$ cat src/rtl/kernel_sink_pkg.sv
// Shared types and helpers for the kernel output sink: FSM states, MISR polynomial, nibble fold.
package kernel_sink_pkg;

   typedef enum logic [1:0] {
      IDLE = 2'd0,
      RUN  = 2'd1,
      DONE = 2'd2
   } sink_state_e;

   localparam logic [31:0] MISR_POLY = 32'h04C1_1DB7;

   function automatic logic [3:0] fold_nibble(input logic [7:0] x);
      return x[7:4] ^ x[3:0];
   endfunction

endpackage

$ cat src/rtl/sink_fifo.sv
// Register FIFO buffering kernel output words; push/pop must already be qualified by the caller.
module sink_fifo #(
   parameter int DATA_WIDTH = 32,
   parameter int FIFO_DEPTH = 4,
   parameter int FILL_W     = $clog2(FIFO_DEPTH) + 1
) (
   input  logic                  ap_clk,
   input  logic                  ap_rst_n,
   input  logic                  push,
   input  logic                  pop,
   input  logic [DATA_WIDTH-1:0] din,
   output logic [DATA_WIDTH-1:0] rd_data,
   output logic [FILL_W-1:0]     fill,
   output logic                  full,
   output logic                  empty
);
   localparam int PTR_W = $clog2(FIFO_DEPTH);

   logic [DATA_WIDTH-1:0] mem_q [FIFO_DEPTH];
   logic [DATA_WIDTH-1:0] mem_d [FIFO_DEPTH];
   logic [PTR_W-1:0]      wr_ptr_q, wr_ptr_d;
   logic [PTR_W-1:0]      rd_ptr_q, rd_ptr_d;
   logic [FILL_W-1:0]     fill_q, fill_d;

   always_comb begin
      mem_d    = mem_q;
      wr_ptr_d = wr_ptr_q;
      rd_ptr_d = rd_ptr_q;
      fill_d   = fill_q;
      if (push) begin
         mem_d[wr_ptr_q] = din;
         wr_ptr_d        = wr_ptr_q + 1'b1;
      end
      if (pop) begin
         rd_ptr_d = rd_ptr_q + 1'b1;
      end
      case ({push, pop})
         2'b10:   fill_d = fill_q + 1'b1;
         2'b01:   fill_d = fill_q - 1'b1;
         default: fill_d = fill_q;
      endcase
   end

   always_ff @(posedge ap_clk or negedge ap_rst_n) begin
      if (!ap_rst_n) begin
         for (int i = 0; i < FIFO_DEPTH; i++) begin
            mem_q[i] <= '0;
         end
         wr_ptr_q <= '0;
         rd_ptr_q <= '0;
         fill_q   <= '0;
      end else begin
         mem_q    <= mem_d;
         wr_ptr_q <= wr_ptr_d;
         rd_ptr_q <= rd_ptr_d;
         fill_q   <= fill_d;
      end
   end

   assign rd_data = mem_q[rd_ptr_q];
   assign fill    = fill_q;
   assign full    = (fill_q == FILL_W'(FIFO_DEPTH));
   assign empty   = (fill_q == '0);

endmodule

$ cat src/rtl/kernel_out_sink.sv
// Consumer of the kernel ap_fifo output stream: buffering, backpressure, nibble fold, run tracking.
// Optional run signature MISR is built only when OUT_MISR_EN is defined; otherwise misr_sig is 0.
//
//   state | meaning
//   IDLE  | waiting for ap_start rising edge; pops here are protocol errors
//   RUN   | counting popped words toward EXP_WORDS
//   DONE  | single cycle asserting run_done, then back to IDLE
module kernel_out_sink
   import kernel_sink_pkg::*;
#(
   parameter int DATA_WIDTH = 32,
   parameter int FIFO_DEPTH = 4,
   parameter int EXP_WORDS  = 4096,
   parameter int CNT_WIDTH  = 13
) (
   input  logic                  ap_clk,
   input  logic                  ap_rst_n,
   input  logic                  ap_start,
   input  logic [DATA_WIDTH-1:0] out_din,
   input  logic                  out_write,
   output logic                  out_full_n,
   input  logic                  sink_ready,
   output logic [3:0]            data_out,
   output logic                  data_valid,
   output logic                  run_done,
   output logic                  word_err,
   output logic [31:0]           misr_sig
);
   localparam int FILL_W = $clog2(FIFO_DEPTH) + 1;

   logic [FILL_W-1:0]     fill;
   logic                  full, empty;
   logic [DATA_WIDTH-1:0] rd_data;
   logic                  push, pop, overflow;

   assign out_full_n = (fill < FILL_W'(FIFO_DEPTH));
   assign push       = out_write & out_full_n;
   assign overflow   = out_write & full;
   assign pop        = ~empty & sink_ready;

   sink_fifo #(
      .DATA_WIDTH (DATA_WIDTH),
      .FIFO_DEPTH (FIFO_DEPTH),
      .FILL_W     (FILL_W)
   ) u_fifo (
      .ap_clk   (ap_clk),
      .ap_rst_n (ap_rst_n),
      .push     (push),
      .pop      (pop),
      .din      (out_din),
      .rd_data  (rd_data),
      .fill     (fill),
      .full     (full),
      .empty    (empty)
   );

   sink_state_e          state_q, state_d;
   logic                 start_q, start_d;
   logic [CNT_WIDTH-1:0] cnt_q, cnt_d;
   logic                 err_q, err_d;
   logic                 s1_vld_q, s1_vld_d;
   logic [7:0]           s1_xor_q, s1_xor_d;
   logic                 s2_vld_q, s2_vld_d;
   logic [3:0]           s2_nib_q, s2_nib_d;
   logic [7:0]           byte_xor;
   logic                 start_rise, count_pop;

   assign start_d    = ap_start;
   assign start_rise = ap_start & ~start_q;

   always_comb begin
      byte_xor = '0;
      for (int b = 0; b < DATA_WIDTH / 8; b++) begin
         byte_xor = byte_xor ^ rd_data[b*8 +: 8];
      end
   end

   always_comb begin
      state_d   = state_q;
      cnt_d     = cnt_q;
      err_d     = err_q | overflow;
      count_pop = 1'b0;
      case (state_q)
         IDLE: begin
            if (start_rise) begin
               state_d = RUN;
               cnt_d   = '0;
            end
         end
         RUN: begin
            if (pop && cnt_q != CNT_WIDTH'(EXP_WORDS)) begin
               count_pop = 1'b1;
               cnt_d     = cnt_q + 1'b1;
               if (cnt_d == CNT_WIDTH'(EXP_WORDS)) begin
                  state_d = DONE;
               end
            end
         end
         DONE:    state_d = IDLE;
         default: state_d = IDLE;
      endcase
      // Words arriving outside a run are still shown on the pins but flagged.
      if (pop && state_q != RUN) begin
         err_d = 1'b1;
      end
      s1_vld_d = pop;
      s1_xor_d = pop ? byte_xor : '0;
      s2_vld_d = s1_vld_q;
      s2_nib_d = s1_vld_q ? fold_nibble(s1_xor_q) : '0;
   end

   always_ff @(posedge ap_clk or negedge ap_rst_n) begin
      if (!ap_rst_n) begin
         state_q  <= IDLE;
         start_q  <= 1'b0;
         cnt_q    <= '0;
         err_q    <= 1'b0;
         s1_vld_q <= 1'b0;
         s1_xor_q <= '0;
         s2_vld_q <= 1'b0;
         s2_nib_q <= '0;
      end else begin
         state_q  <= state_d;
         start_q  <= start_d;
         cnt_q    <= cnt_d;
         err_q    <= err_d;
         s1_vld_q <= s1_vld_d;
         s1_xor_q <= s1_xor_d;
         s2_vld_q <= s2_vld_d;
         s2_nib_q <= s2_nib_d;
      end
   end

   assign data_valid = s2_vld_q;
   assign data_out   = s2_nib_q;
   assign run_done   = (state_q == DONE);
   assign word_err   = err_q;

`ifdef OUT_MISR_EN
   logic [31:0] misr_q, misr_d, misr_word;

   always_comb begin
      misr_word = '0;
      for (int i = 0; i < DATA_WIDTH; i++) begin
         misr_word[i % 32] = misr_word[i % 32] ^ rd_data[i];
      end
      misr_d = misr_q;
      if (state_q == IDLE && start_rise) begin
         misr_d = '0;
      end else if (count_pop) begin
         misr_d = {misr_q[30:0], 1'b0} ^ (misr_q[31] ? MISR_POLY : 32'h0) ^ misr_word;
      end
   end

   always_ff @(posedge ap_clk or negedge ap_rst_n) begin
      if (!ap_rst_n) begin
         misr_q <= '0;
      end else begin
         misr_q <= misr_d;
      end
   end

   assign misr_sig = misr_q;
`else
   assign misr_sig = '0;
`endif

endmodule

$ cat config.mk
export PLATFORM = sky130hd
export DESIGN_NAME = kernel_out_sink
export DESIGN_NICKNAME = d
export VERILOG_FILES = /design/src/rtl/kernel_sink_pkg.sv /design/src/rtl/sink_fifo.sv /design/src/rtl/kernel_out_sink.sv
export SDC_FILE = /design/constraint.sdc
export NUM_CORES = 1
export LEC_CHECK = 0
export CAP_MARGIN = 20
export CORE_ASPECT_RATIO = 1.4
export CORE_MARGIN = 3
export CORE_UTILIZATION = 55
export CTS_CLUSTER_DIAMETER = 40
export DETAILED_ROUTE_END_ITERATION = 12
export PLACE_DENSITY = 0.82
export SYNTH_ARGS = -nofsm -noshare
export SYNTH_HDL_FRONTEND = slang
export SYNTH_SLANG_ARGS = --single-unit
$ cat constraint.sdc
create_clock -name ap_clk -period 2.49 [get_ports ap_clk]
set_input_delay 0.3735 -clock ap_clk [delete_from_list [all_inputs] [get_ports ap_clk]]
set_output_delay 0.3735 -clock ap_clk [all_outputs]
set_load 0.005 [all_outputs]
**Yosys cells after proc, flatten, opt, wreduce, memory -nomap -nowiden**

Index checks and enable logic that the tools add are counted.

- Register bits: 166
- Bits of input ports: 37
- Output and inout port bits: 40
- Word-level logic and storage cells: 74

- Add/subtract/negate cells: 5
- $lt $le $gt $ge: 4
- Equality and inequality tests: 11
- Multiplexer cells: 17
- Bitwise logic cells: 13
- Reduce and logical (&&, ||, !) cells: 9

Operator list:

| cell | count |
|---|---|
| 128-bit bitwise mux | 1 |
| 32-bit 2-to-1 mux | 3 |
| 32-bit binary-select mux with 2-bit select | 1 |
| 32-bit demux with 2-bit select | 1 |
| 13-bit 2-to-1 mux | 2 |
| 13-bit one-hot mux with 2 select lines | 1 |
| 8-bit bitwise XOR | 3 |
| 13-bit by 1-bit adder with 13-bit output (second input constant) | 1 |
| 13-bit equality test (second input constant) | 1 |
| 13-bit != test (second input constant) | 1 |
| 8-bit 2-to-1 mux | 1 |
| 3-bit greater-or-equal comparator (second input constant) | 2 |
| 2-bit 2-to-1 mux | 3 |
| 2-bit != test (second input constant) | 3 |
| 2-bit NOT with 3-bit output | 2 |
| 3-bit one-hot mux with 2 select lines | 1 |
| 3-bit AND reduction | 2 |
| 2-bit by 1-bit adder with 2-bit output (second input constant) | 2 |
| 1-bit bitwise AND | 4 |
| 2-bit by 1-bit equality test with 1-bit output (second input constant) | 2 |
| 2-bit equality test (second input constant) | 2 |
| 4-bit 2-to-1 mux | 1 |
| 2-bit one-hot mux with 2 select lines | 1 |
| 2-bit nonzero test | 2 |
| other kinds (13) | 16 |

**Logic depth before layout (Yosys ltp)**

Gate-level depths: netlist of run 1.

- Word-level depth: 8
- Depth in mapped cells: 9
- Mapped depth without buffers: 8

**Hierarchy**

From an unflattened synthesis of run 1, not the netlist that was laid out.

- Cells, all modules: 558
- Area, all modules: 8059.0 um^2

Modules (own cells, without submodules):

| module | instances | cells each | area an instance (um^2) | sequential area each (um^2) |
|---|---|---|---|---|
| sink_fifo | 1 | 345 | 6028.3 | 3378.2 |
| kernel_out_sink | 1 | 213 | 2030.7 | 775.7 |

**Worst setup path after synthesis of run 1**

OpenSTA, ideal clock, no wires.

- Path type: register to register
- From: register cnt_q[0]
- To: register cnt_q[9]
- Setup time: 0.138 ns
- Arrival: 1.616 ns
- Required time: 2.352 ns
- Path slack: 0.736 ns
- Cell stages (with the launch flop): 10
- Buffers on the path: 2
- Clock period less this slack: 1.754 ns
- Path through: dfrtp_1 -> inv_1 -> ha_1 -> nor4b_2 -> nand4_2 -> and3_4 -> buf_6 -> buf_8 -> a21oi_1 -> a31oi_1

- Longest elaborated chain between the ends: 4
- Elaborated cells on any way between the ends: 7
- Those cells by class: add/sub (1); eq/ne (2); mux (2); reduce/logical (2)

RTL lines:

| what | line | RTL |
|---|---|---|
| from (decl) | kernel_out_sink.sv:59 | `logic [CNT_WIDTH-1:0] cnt_q, cnt_d;` |
| from (signal assigned) | kernel_out_sink.sv:125 | `cnt_q <= cnt_d;` |
| branches (longest 4 deep; another with 13-bit by 1-bit adder with 13-bit output) | n/a |  |

Parallel ways; which one is timed is not known. The select of a mux whose other input is x is not followed.
A chain may end at the register's enable or synchronous reset.

**Worst setup path in the final report of run 1**

- From: register cnt_q[0]
- To: register state_q[0]

- Longest elaborated chain between the ends: 4
- Elaborated cells on any way between the ends: 7
- Those cells by class: add/sub (1); eq/ne (4); reduce/logical (2)

RTL lines:

| what | line | RTL |
|---|---|---|
| 13-bit by 1-bit adder with 13-bit output / 13-bit != test (equally long branches) | kernel_out_sink.sv:93, kernel_out_sink.sv:91 |  |
| 13-bit equality test / 1-bit logical AND (equally long branches) | kernel_out_sink.sv:94, kernel_out_sink.sv:91 |  |
| 2-bit != test (no source line) | n/a |  |
| 3-bit AND reduction (no source line) (*) | n/a |  |
| to (signal assigned) | kernel_out_sink.sv:123 | `state_q <= state_d;` |
| to (decl) | kernel_out_sink.sv:57 | `sink_state_e state_q, state_d;` |

Mark *: on every way between the ends. The rest lies on a longest branch, timed or not.

==> results of run 1 <==
## cell type report
cell class              count  share of cell area, %
well taps                 185                   2.54
flip-flops and latches    166                   45.5
inverters                  12                  0.493
multi-input cells         407                   38.5
clock buffers              19                   4.96
repair buffers             57                   6.62
clock inverters            13                   1.34
## sequential cells by signal, indices dropped and copies added (netlist names)
register	count
u_fifo.mem_q	128
cnt_q	13
s1_xor_q	8
data_out	4
u_fifo.fill	3
state_q	2
u_fifo.rd_ptr_q	2
u_fifo.wr_ptr_q	2
data_valid	1
s1_vld_q	1
start_q	1
word_err	1
## timing repair
item,in CTS,in global routing
buffers inserted,0,0
endpoints found under the hold margin,57,0
hold buffers,1,0
## path summary, 6_finish.rpt
check,from,endpoint,slack (ns),depth (start not counted)
setup / recovery,cnt_q[0],state_q[0],0.48,6
hold / removal,ap_start,start_q,0.43,1
setup reg to reg,cnt_q[0],state_q[0],0.48,6
hold reg to reg,s1_vld_q,data_valid,0.45,0
max in group asynchronous,ap_rst_n,u_fifo.mem_q[77],1.23,3
min in group asynchronous,ap_rst_n,u_fifo.wr_ptr_q[1],0.52,2
## power by group through the flow
stage	logic, mW	clock network [mW]	registers, mW
after floorplan	4.28	0	4.62
after global placement	4.94	0	4.83
after detailed placement	5.13	0	4.94
after CTS	5.22	2.57	4.93
after global routing	5.58	2.68	5.08
final	5.14	2.51	4.93
## worst register-to-register path: cells and delay by family (launching register included)
kind | cells | cell delay (ns)
adders and majority gates | 1 | 0.30
AOI/OAI and AO/OA | 2 | 0.39
muxes | 1 | 0.18
DFF | 1 | 0.50
and+or+nand+nor | 2 | 0.51
## metrics by stage
step | hold slack (ns) | utilization (%) | power, mW | setup WS, ns | cells
3_5_place_dp | 0.389 | 60.9 | 10.1 | 0.348 | 826
6_report | 0.433 | 65.0 | 12.6 | 0.480 | 859
5_1_grt | 0.440 | 65.0 | 13.3 | 0.388 | 859
3_3_place_gp | 0.396 | 60.9 | 9.77 | 0.466 | 826
4_1_cts | 0.430 | 65.0 | 12.7 | 0.495 | 859
2_1_floorplan | 0.0779 | - | 8.90 | 0.736 | 642
## cells by family (layout without fill, tap and decap cells)
kind of cell / count (synthesis) / in the layout / share of synthesized area (%)
DFF: 166 / 166 / 52.1
AOI/OAI and AO/OA: 39 / 39 / 3.04
adders and majority gates: 9 / 9 / 1.51
xor gates and xnor gates: 108 / 108 / 11.9
and+or+nand+nor: 81 / 81 / 5.61
muxes: 138 / 138 / 20.6
buffers and inverters: 69 / 101 / 5.31
other: 1 / 32 / 0.0470
## layer usage
layer,part of all wire [%],track usage [%]
met3,3.6,4.04
met4,2.0,6.63
met5,0,0
met1,39,22.4
met2,56,36.6
## cell usage after synthesis (2+ instances only)
library cell	n
sky130_fd_sc_hd__inv_1	12
sky130_fd_sc_hd__mux2i_1	2
sky130_fd_sc_hd__mux2_2	128
sky130_fd_sc_hd__o21ai_0	10
sky130_fd_sc_hd__xor2_1	6
sky130_fd_sc_hd__buf_2	21
sky130_fd_sc_hd__dfrtp_1	166
sky130_fd_sc_hd__nand2_1	19
sky130_fd_sc_hd__buf_4	32
sky130_fd_sc_hd__ha_1	8
sky130_fd_sc_hd__a21oi_1	7
sky130_fd_sc_hd__nor3_1	5
sky130_fd_sc_hd__nor2_1	12
sky130_fd_sc_hd__nand3_1	12
sky130_fd_sc_hd__nor2b_1	6
sky130_fd_sc_hd__nand4_1	3
sky130_fd_sc_hd__mux4_2	8
sky130_fd_sc_hd__or3_1	2
sky130_fd_sc_hd__a31oi_1	12
sky130_fd_sc_hd__and4_1	2
sky130_fd_sc_hd__xnor2_1	102
sky130_fd_sc_hd__a41oi_1	2
sky130_fd_sc_hd__and2_1	6
sky130_fd_sc_hd__and3_1	2
==> Flow_metrics.wiki, run 1 <==
{| class="wikitable"
! Metric !! Value
|-
| Status || finished, final reports clean
|-
| Ports placed on the boundary || 77
|-
| DIE AREA || 0.0160 mm2
|-
| Mean instance size in the synthesized netlist || 13.1 um2
|-
| Total track usage || 19.8%
|-
| Number of vias per cell || 5.34
|-
| Largest fanout of any net on the critical path || 8
|-
| Most common library cell in the layout ignoring fill and taps || sky130_fd_sc_hd__dfrtp_1
|-
| Part of the cycle the worst path needs || 80.7%
|-
| Ant diodes || 0
|-
| TritonCTS clock tree || built
|-
| Cell type with the largest total area after synthesis || sky130_fd_sc_hd__dfrtp_1
|-
| Buffers on Ports || 44
|-
| Hold Fails Final Rpt || 0
|-
| First-iteration detailed-routing DRC count || 198
|-
| Net total in the final layout || 707
|-
| Area used by multi-input combinational logic || 0.00352 mm2
|-
| Peak supply drop || 696 uV
|-
| # fillers || 1033
|-
| Fraction of layout cells with a size suffix above 1 || 28.0%
|-
| Cells resized by post-CTS repair || 0
|-
| Max Root-Sink Buffers || 2
|-
| Share of power burned in the clock network || 20.0%
|-
| Total global routing overflow || 0
|-
| Cell with the largest stage delay on the worst path || sky130_fd_sc_hd__dfrtp_1
|-
| Endpoint class of the critical path || register
|-
| Half-perimeter wire length of the detailed placement result || 9930 um
|-
| Unique masters post-synth || 50
|-
| Total number of yosys warnings || 0
|-
| Synth top area cells || sky130_fd_sc_hd__dfrtp_1, sky130_fd_sc_hd__mux2_2, sky130_fd_sc_hd__xnor2_1, sky130_fd_sc_hd__buf_4, sky130_fd_sc_hd__mux4_2
|-
| Share of power burned in combinational logic || 40.9%
|-
| Cell internal power dissipation || 8.53 mW
|-
| P per Cell Area || 1380 mW/mm2
|-
| Max capacitance violation total || 0
|-
| Yosys top cell area share || 52.1%
|-
| Highest clock rate || 498 MHz
|-
| Proportion of synthesized chip area in sequential cells || 52.1%
|-
| Clock transition at the register clock pins on the worst setup and hold paths after CTS || 0.06 ns
|-
| Largest net degree at the start of global routing || 62
|-
| Clock Tree Root || sky130_fd_sc_hd__clkbuf_16
|-
| Final worst clock skew || 0.00823 ns
|-
| Netlist area before placement || 0.00798 mm2
|-
| Data arrival time of the worst path || 2.30 ns
|-
| Inserted Clock Buffers || 17
|-
| Gate family responsible for the most delay along the worst path || simple AND/OR/NAND/NOR gates
|-
| Placed cell areas || 0.00854 mm2
|-
| Number of antenna violations at the first check in global routing || 0
|-
| Data required time at the worst endpoint || 2.78 ns
|-
| Register bit total from synthesis || 166
|-
| Leakage dissipation || 3.89 nW
|-
| Kind of path behind the tightest hold check || in2reg
|-
| Number of routed nets with antenna violations || 0
|-
| 1st-pass router iterations || 4
|-
| Synth-to-Final Area Change || 14.4%
|-
| Number of enable flip-flop cells after synthesis || 0
|-
| Area of the core || 0.0140 mm2
|-
| Number of clock sinks seen by CTS || 166
|-
| Reported net switching power || 4.05 mW
|-
| Part of the power in registers || 39.2%
|-
| Fraction of power spent switching nets || 32.2%
|-
| Final WL || 14900 um
|-
| Number of slew-limit violations in the final report || 0
|-
| Final setup violation count || 0
|-
| Horizontal die dimension || 108 um
|-
| Final setup TNS || 0 ns
|-
| Clock insertion delay at the later pin of the skew report || 0.42 ns
|-
| First-pass GRT wire length || 24600 um
|-
| Final worst path period need || 2.01 ns
|-
| Synthesized netlist cell count || 611
|-
| Residual DRC || 0
|-
| Remaining max-slew budget at the tightest pin || 61.4%
|-
| Vertical extent of the die || 149 um
|-
| Vias || 4583
|-
| Setup repair after global routing missed its margin || false
|-
| Chain of cells forming the critical path || ha_1 > and4_1 > nand3_1 > mux2i_1 > a311oi_1 > a31oi_1
|-
| Count of H-tree levels built during CTS || 4
|-
| Measured slew at the worst slew-check pin || 0.579 ns
|-
| Share of synthesized registers carrying an async set or reset || 100%
|-
| Critical path startpoint category || register
|-
| Average detailed-routed wire length per instance || 17.3 um
|-
| Number of standard-cell rows in the floorplan || 51
|-
| Effective utilization at floorplan || 56.8%
|-
| Via count of the first global-routing pass || 4988
|-
| Most frequent cells in the layout || sky130_fd_sc_hd__dfrtp_1, sky130_fd_sc_hd__mux2_2, sky130_fd_sc_hd__xnor2_1
|-
| Stage delay of the slowest cell on the critical path || 0.50 ns
|-
| Number of buffer and inverter instances along the worst setup path || 0
|-
| Finished Cell Area || 0.00913 mm2
|-
| Commonest register cell after synthesis || sky130_fd_sc_hd__dfrtp_1
|-
| Crit Path Category || reg2reg
|-
| Final weighted congestion in routability-driven placement || 0.869
|-
| Total area of sequential cells || 0.00415 mm2
|}
No activity file was read; power rests on OpenSTA's default activity.
==> run 2, diff against run 1 <==
- clock period: 2.49 -> 2 ns (I/O delays scaled with it)
==> Flow_metrics.wiki, run 2 (synthesized netlist as in run 1, its figures left out) <==
{| class="wikitable"
! Metric !! Value
|-
| Number of vias per cell || 5.41 (+1.3%)
|-
| Most Used Layer, Global Route || met2
|-
| Largest net degree at the start of global routing || 51 (-18%)
|-
| Number of clock sinks seen by CTS || 166 (unchanged)
|-
| Setup repair after global routing missed its margin || false
|-
| Most frequent cells in the layout || sky130_fd_sc_hd__dfrtp_1, sky130_fd_sc_hd__mux2_2, sky130_fd_sc_hd__xnor2_1
|-
| Clock insertion delay at the later pin of the skew report || 0.42 ns (about the same)
|-
| Stage delay of the slowest cell on the critical path || 0.45 ns (-0.05 ns)
|-
| Final worst path period need || 1.92 ns (-0.0848 ns)
|-
| Clock Tree Root || sky130_fd_sc_hd__clkbuf_16
|-
| Area used by multi-input combinational logic || 0.00356 mm2 (+1.3%)
|-
| Ports placed on the boundary || 77 (unchanged)
|-
| Worst-case reg-to-reg path depth || 8 (+2)
|-
| Net total in the final layout || 721 (+2.0%)
|-
| Number of standard-cell rows in the floorplan || 51 (unchanged)
|-
| Chain of cells forming the critical path || inv_2 > ha_4 > nor4b_4 > nand4_2 > a31oi_4 > nor2_2 > buf_4 > a31oi_1
|-
| Critical path startpoint category || register
|-
| Part of the cycle the worst path needs || 96.2% (+16 points)
|-
| 1st-pass router iterations || 4 (unchanged)
|-
| Final weighted congestion in routability-driven placement || 0.880 (+1.2%)
|-
| Total global routing overflow || 0 (unchanged)
|-
| Effective utilization at floorplan || 56.8% (unchanged)
|-
| Residual DRC || 0 (unchanged)
|-
| Synth-to-Final Area Change || 16.6%
|-
| Largest registers || u_fifo.mem_q (128), cnt_q (13), s1_xor_q (8)
|-
| Cell with the largest stage delay on the worst path || sky130_fd_sc_hd__dfrtp_2
|-
| Number of routed nets with antenna violations || 0 (unchanged)
|-
| Area of the core || 0.0140 mm2 (unchanged)
|-
| Largest fanout of any net on the critical path || 10 (+2)
|-
| Peak supply drop || 900 uV (+29%)
|-
| Horizontal die dimension || 108 um (unchanged)
|-
| Register with the most flip-flops || u_fifo.mem_q
|-
| Max Root-Sink Buffers || 2 (unchanged)
|-
| Total area of sequential cells || 0.00416 mm2 (about the same)
|-
| DIE AREA || 0.0160 mm2 (unchanged)
|-
| Half-perimeter wire length of the detailed placement result || 10400 um (+4.4%)
|-
| Inserted Clock Buffers || 17 (unchanged)
|-
| Placed cell areas || 0.00861 mm2 (+0.76%)
|-
| Met2 track demand over resource in global routing || 37.6% (+0.97 points)
|-
| Number of flip-flops under the largest register name || 128 (unchanged)
|-
| Vertical extent of the die || 149 um (unchanged)
|-
| Most common library cell in the layout ignoring fill and taps || sky130_fd_sc_hd__dfrtp_1
|-
| Hold Fails Final Rpt || 0 (unchanged)
|-
| Finished Cell Area || 0.00931 mm2 (+2.0%)
|-
| Final WL || 15500 um (+4.2%)
|-
| Ant diodes || 0 (unchanged)
|-
| Vias || 4715 (+2.9%)
|-
| First-iteration detailed-routing DRC count || 225 (+14%)
|-
| Met1 Resource Use GR || 21.0% (-1.4 points)
|-
| P per Cell Area || 1720 mW/mm2 (+25%)
|-
| Measured slew at the worst slew-check pin || 0.643 ns (+0.0641 ns)
|-
| Final setup violation count || 0 (unchanged)
|-
| Endpoint class of the critical path || register
|-
| Fraction of layout cells with a size suffix above 1 || 30.7% (+2.7 points)
|-
| Fin Hold WS || 0.348 ns (-0.0855 ns)
|-
| First-pass GRT wire length || 25000 um (+1.9%)
|-
| Total track usage || 20.3% (+0.55 points)
|-
| Via count of the first global-routing pass || 5142 (+3.1%)
|-
| Final setup TNS || 0 ns (unchanged)
|-
| Count of H-tree levels built during CTS || 4 (unchanged)
|-
| Max capacitance violation total || 0 (unchanged)
|-
| Final worst clock skew || 0.00803 ns (-0.000205 ns)
|-
| Highest clock rate || 520 MHz (+4.4%)
|-
| Leakage dissipation || 3.97 nW (+2.0%)
|-
| Data required time at the worst endpoint || 2.33 ns (-0.45 ns)
|-
| # fillers || 994 (-3.8%)
|-
| Cells on Worst Hold Path || 1 (unchanged)
|-
| Crit Path Category || reg2reg
|-
| Met3 layer usage reported by global route || 4.73% (+0.69 points)
|-
| Status || finished, final reports clean
|-
| Clock transition at the register clock pins on the worst setup and hold paths after CTS || 0.06 ns (about the same)
|-
| Number of antenna violations at the first check in global routing || 0 (unchanged)
|-
| Buffers on Ports || 44 (unchanged)
|-
| Number of slew-limit violations in the final report || 0 (unchanged)
|-
| Data arrival time of the worst path || 2.25 ns (-0.05 ns)
|-
| Kind of path behind the tightest hold check || in2reg
|-
| Remaining max-slew budget at the tightest pin || 57.1% (-4.3 points)
|-
| Average detailed-routed wire length per instance || 17.8 um (+2.7%)
|-
| TritonCTS clock tree || built
|}
run 2: cell count changes in the layout (fill, tap and decap cells not counted), sizes merged:
cell and change:
clkinv -3, inv -1, clkbuf +2, bufinv +1, buf +14
run 2: metrics by stage:
step           std cells  utilization [%]  setup WS (ns)  power [mW]
2_1_floorplan        642                -          0.246        11.1
3_3_place_gp         833             61.3       -0.00805        12.2
3_5_place_dp         833             61.3        -0.0627        12.7
4_1_cts              866             65.7         0.0124        16.0
5_1_grt              872             66.3        0.00640        17.0
6_report             872             66.3         0.0751        16.0
run 2: critical path: cells and delay by family, from the launching register on:
kind                     cells  cell delay [ns]
AND/OR/NAND/NOR              3             0.50
AO/OA/AOI/OAI                2             0.47
flip-flops                   1             0.45
buffers and inverters        2             0.26
adder cells (fa/ha/maj)      1             0.15
run 2: area by class of cell:
class,instances,share of cell area [%]
flip-flops and latches,166,44.7
inverters,12,0.484
repair buffers,71,7.80
clock buffers,21,4.95
well taps,185,2.49
clock inverters,10,1.32
multi-input cells,407,38.3
run 2: per-layer routing:
layer	up-vias	wire [um]
met2	106	8770
li1	2169	-
met5	-	0
met1	2400	5610
met3	40	562
met4	0	575
run 2: power breakdown:
| group | switching [mW] | leakage, nW | internal [mW] |
|---|---|---|---|
| Sequential | 1.20 | 2.02 | 4.93 |
| Combinational | 2.67 | 1.67 | 4.03 |
| Clock | 1.29 | 0.276 | 1.91 |
| Total | 5.15 | 3.97 | 10.9 |
run 2: timing repair:
item                                    CTS  global route
endpoints found under the setup margin   12            15
endpoints found under the hold margin    38             0
buffers inserted                          1             6
pin swaps                                 2             2
gates resized for setup                   2            16
hold buffers                              1             0
run 2: worst paths after layout:
kind / from / slack (ns) / to
max: cnt_q[1] / 0.08 / cnt_q[4]
min: ap_start / 0.35 / start_q
max reg2reg: cnt_q[1] / 0.08 / cnt_q[4]
min reg2reg: s1_vld_q / 0.44 / data_valid
max in group asynchronous: ap_rst_n / 0.91 / cnt_q[0]
min in group asynchronous: ap_rst_n / 0.37 / word_err
